### src/rtl/csc_sequencer.sv
// Two-cycle FETCH/EXEC sequencer for the CSC microcoded machine: it addresses the
// top ROM, latches the instruction word, and updates PC, flags and the A/B registers.
module csc_sequencer #(
  parameter int DATA_W = 4
) (
  input  logic              clk,
  input  logic              reset,
  input  logic              run,
  input  logic              step,
  input  logic [7:0]        ctrl,
  input  logic [7:0]        jaddr,
  input  logic [DATA_W-1:0] alu_res,
  input  logic [3:0]        alu_nzvc,
  input  logic [DATA_W-1:0] ram_rdata,
  output logic [7:0]        pc,
  output logic [3:0]        nzvc,
  output logic              rom_en_n,
  output logic [2:0]        alu_op,
  output logic [DATA_W-1:0] areg,
  output logic [DATA_W-1:0] breg,
  output logic              ram_we,
  output logic              halted
);

  typedef enum logic [1:0] {
    IDLE  = 2'd0,
    FETCH = 2'd1,
    EXEC  = 2'd2,
    HALT  = 2'd3
  } state_t;

  state_t state, state_nxt;

  // Latched control bits [7:3]; the ALUop field lives on in alu_op.
  logic [7:3] ir_ctrl_p1;
  logic [7:0] ir_jaddr_p1;

  logic pc_incr, a_load, b_load, a_sel, ram_write, halt_hit;

  assign pc_incr   = ir_ctrl_p1[3];
  assign a_load    = ir_ctrl_p1[4];
  assign b_load    = ir_ctrl_p1[5];
  assign a_sel     = ir_ctrl_p1[6];
  assign ram_write = ir_ctrl_p1[7];

  // A jump onto itself is the program's way of saying "stop here".
  assign halt_hit  = !pc_incr && (ir_jaddr_p1 == pc);

  always_comb begin
    state_nxt = state;
    case (state)
      IDLE:    if (run || step) state_nxt = FETCH;
      FETCH:   state_nxt = EXEC;
      EXEC: begin
        if (halt_hit)  state_nxt = HALT;
        else if (run)  state_nxt = FETCH;
        else           state_nxt = IDLE;
      end
      HALT:    state_nxt = HALT;
      default: state_nxt = IDLE;
    endcase
  end

  assign rom_en_n = (state != FETCH);
  assign ram_we   = (state == EXEC) && ram_write;
  assign halted   = (state == HALT);

  always_ff @(posedge clk) begin
    if (reset) begin
      state       <= IDLE;
      pc          <= 8'h00;
      nzvc        <= 4'h0;
      areg        <= '0;
      breg        <= '0;
      alu_op      <= 3'b000;
      ir_ctrl_p1  <= '0;
      ir_jaddr_p1 <= 8'h00;
    end else begin
      state <= state_nxt;
      // FETCH -> EXEC boundary: capture the ROM outputs while they are valid
      if (state == FETCH) begin
        ir_ctrl_p1  <= ctrl[7:3];
        ir_jaddr_p1 <= jaddr;
        alu_op      <= ctrl[2:0];
      end
      // EXEC -> next boundary: commit the instruction's architectural effects
      if (state == EXEC) begin
        pc   <= pc_incr ? pc + 8'd1 : ir_jaddr_p1;
        nzvc <= alu_nzvc;
        if (a_load) areg <= a_sel ? ram_rdata : alu_res;
        if (b_load) breg <= alu_res;
      end
    end
  end

endmodule

### config.mk
export PLATFORM = sky130hd
export DESIGN_NAME = csc_sequencer
export DESIGN_NICKNAME = d
export VERILOG_FILES = /design/src/rtl/csc_sequencer.sv
export SDC_FILE = /design/constraint.sdc
export NUM_CORES = 1
export LEC_CHECK = 0
export BUFFER_PORTS_ARGS = -buffer_cell sky130_fd_sc_hd__buf_4
export CAP_MARGIN = 5
export CORE_MARGIN = 5
export CORE_UTILIZATION = 50
export DETAILED_ROUTE_END_ITERATION = 6
export GPL_TIMING_DRIVEN = 0
export PLACE_DENSITY = 0.79
export REMOVE_ABC_BUFFERS = 1
export SLEW_MARGIN = 10
export SYNTH_ARGS = -nofsm -noshare
export SYNTH_HDL_FRONTEND = slang
export SYNTH_SLANG_ARGS = --single-unit
export TNS_END_PERCENT = 30
### constraint.sdc
create_clock -name clk -period 1.5 [get_ports clk]
set_input_delay 0.15 -clock clk [delete_from_list [all_inputs] [get_ports clk]]
set_output_delay 0.15 -clock clk [all_outputs]
set_load 0.01 [all_outputs]
==> summary.md <==
| Metric | Value |
|---|---|
| Die width | `between 60 and 70 microns` |
| PD cells | `~1000 mW/mm^2` |
| Number of global-route vias before repair | `approximately 1500` |
| CP Max Fanout | `11` |
| Synthesized area per cell | `roughly 8.3 sq um` |
| DR WL/cell | `around 12 microns` |
| Post-Synthesis Cells | `210` |
| Yosys top cell area share | `about 43%` |
| Worst reg2reg startpoint | `state[1]$_SDFFE_PP0P_` |
| Largest cells by area after synthesis | `dfxtp_1 43%, nand2_1 10%, a21oi_1 8.0%, mux2i_1 5.1%, a211oi_2 3.6%` |
| Diodes inserted | `0` |
| Status | `complete, but fails checks` |
| Seq/Total Area, Yosys | `roughly 43%` |
| WS Path Type | `reg2out` |
| Tot Pwr | `about 2.3 mW` |
| Skew-Pair Late Insertion Delay | `between 0.3 and 0.4 ns` |
| Grt total ovfl | `0` |
| Global-route wire length before repair | `between 6 and 7 mm` |
| Iteration-0 DRC Markers | `just over 70` |
| Slowest-stage cell, CP | `dfxtp_4` |
| Ys Warns | `0` |
| Peak VDD IR | `0.653 mV` |
| Worst-path cell chain | `nor2b_4, and2_4, buf_4` |
| Fillers | `between 300 and 400` |
| Flops & latches, synth | `38` |
| Vias per Instance | `a little under 5` |
| P_leak | `about 0.98 nW` |
| Layout net count | `about 300` |
| Core Area | `0.00336 sq mm` |
| # H-tree levels | `2` |
| Post-Synthesis Cell Area | `0.00175 sq mm` |
| Share of cells above drive strength 1 | `~35%` |
| Die Y | `around 69 microns` |
| Clock transition at path regs | `roughly 0.11 ns` |
| Hold Crit Class | `in2reg` |
| Synth async-reset ratio | `0%` |
| Critical Path Max Stage Delay | `0.40 ns` |
| Max-slew violations | `0` |
| Detailed Place HPWL | `approximately 2.6 mm` |
| Initial antenna violation count | `0` |
| Yosys cell types | `36` |
| Finish-stage setup viols | `1` |
| Worst EP required | `approximately 1.4 ns` |
| Worst Max-Slew Pin Slew | `about 0.45 ns` |
| Gpl congestion | `~0.75` |
| Finished Core Util | `slightly below 70%` |
| Arrival time worst endpoint | `1.36 ns` |
| Worst Hold End | `nzvc[2]$_SDFFE_PP0N_` |
| Crit start category | `register` |
| Die Area | `0.00479 sq mm` |
| Post-route ant nets | `0` |
| FF-to-FF End | `areg[3]$_SDFFE_PP0P_` |
| Synth area leader | `dfxtp_1` |
| # hold bufs at CTS | `0` |
| DRT Pass-1 Iters | `4` |
| Row count | `21` |
| Hold path start | `alu_nzvc[2]` |
| Post-synth EDFFs | `0` |
| RSZ-0062 raised after global routing | `true` |
| Pre-CTS setup slack | `-0.262 ns` |
| GR Util All Layers | `around 16%` |
| Setup slack, reg-to-reg | `around 0.11 ns` |
| Tmin final | `approximately 1.5 ns` |
| Largest net degree at the start of global routing | `between 40 and 50` |
| CTS tree | `done` |
| Initial Util | `a little over half` |
| Most used DFF post-synth | `dfxtp_1` |
| Hold slack | `0.0384 ns` |
| Violated checks | `negative setup slack` |
| Max Cap Violations | `0` |
| Fin Clk Skew | `roughly 0.005 ns` |
| FMAX | `around 660 MHz` |
| R2R depth | `5` |
| Final WL | `slightly below 4 mm` |
| CTS max path bufs | `2` |
| Hold depth | `3` |
| Area Overhead vs Synth | `32.2%` |
| IO Pins | `just under 60` |
| Setup WS post-layout | `-0.00757 ns` |
| CP Capture Type | `output pin` |
| CTS Sinks | `38` |
| Residual DRC | `0` |
| Port buffer count | `57` |
| Routed vias | `around 1600` |
| CTS Root Cell | `clkbuf_4` |
| Final period util | `101%` |
| Slew headroom | `about 70%` |
| Cts bufs inserted | `5` |
| Hold Fails Final Rpt | `0` |
cells in the mapped netlist (3+ instances only):
cell,number
o22ai_1,3
nor2_1,9
clkbuf_1,4
a211oi_2,5
nand3_1,7
mux2i_1,9
buf_4,4
a21oi_1,28
nand2_1,48
nor3_1,3
a22oi_1,4
xor2_1,6
buf_2,4
and2_1,4
dfxtp_1,38
nor2_2,5
o21ai_0,4
metrics by stage:
stage           TNS, ns  area [sq um]  cells
5_1_grt         -0.0633          2320    315
4_1_cts          -0.147          2240    306
2_1_floorplan         0          1660    195
3_5_place_dp      -4.29          2140    298
6_report       -0.00757          2320    315
3_3_place_gp      -4.12          2140    298
layer usage:
metal | track usage [%] | wire [microns]
met1 | 18.9 | 1700
met2 | 27.9 | 1960
met3 | 4.20 | 163
met4 | 7.81 | 74
met5 | 0 | 0
power breakdown:
part,switching [mW],internal [mW],leakage [nW]
Clock,0.323,0.388,0.0443
Combinational,0.232,0.236,0.628
Sequential,0.0769,1.08,0.310
Total,0.632,1.70,0.982
cells by family (layout without fill, tap and decap cells):
group	Yosys count	count (layout)	share of synthesized area, %
AO/OA/AOI/OAI	47	47	16.8
XOR/XNOR	8	8	4.00
AND/OR/NAND/NOR	89	89	23.8
flip-flops	38	38	43.4
buffers and inverters	18	77	6.07
multiplexers	9	9	5.14
adder cells (fa/ha/maj)	1	1	0.714
worst max-delay path by stage:
stage,start,to,depth (start not counted)
after floorplan,state[0]$_SDFFE_PP0P_,alu_op[0]$_SDFFE_PP0N_,5
after global placement,state[0]$_SDFFE_PP0P_,rom_en_n,4
after detailed placement,state[0]$_SDFFE_PP0P_,rom_en_n,4
after CTS,state[1]$_SDFFE_PP0P_,ram_we,3
after global routing,state[1]$_SDFFE_PP0P_,ram_we,3
final,state[1]$_SDFFE_PP0P_,ram_we,3
flip-flops by register name (all words and copies together), names as in the netlist:
| name | count |
|---|---|
| ir_jaddr_p1 | 8 |
| pc | 8 |
| nzvc | 4 |
| state | 2 |
| breg | 4 |
| alu_op | 3 |
| ir_ctrl_p1 | 5 |
| areg | 4 |
timing repair:
item,in CTS,in global routing
pin swaps,1,0
gates resized for setup,3,4
setup endpoints to repair,23,10
setup buffers,1,9
critical path, delay by kind of cell, from the launching register on:
| family | cells | cell delay [ns] |
|---|---|---|
| buf+inv | 1 | 0.11 |
| simple gates | 2 | 0.50 |
| flops | 1 | 0.40 |
cell usage in the layout (no fill, tap or decap), types with 4 or more instances in the layout:
cell      count
a211oi_2      5
a21oi_1      28
a22oi_1       4
buf_4        67
clkbuf_4      5
dfxtp_1      36
mux2i_1       9
nand2_1      48
nand3_1       7
nor2_1        8
nor2_2        5
o21ai_0       4
xor2_1        6
final cells by class:
cell class,instances,area (sq um),area share (%)
inverter,3,11.3,0.486
clock buffer,6,51.3,2.21
tap,46,57.6,2.48
sequential,38,766,33.0
multi-input combinational,154,898,38.8
timing repair buffer,67,503,21.7
clock inverter,1,30.0,1.30
Power figures use the tool's default switching activity.
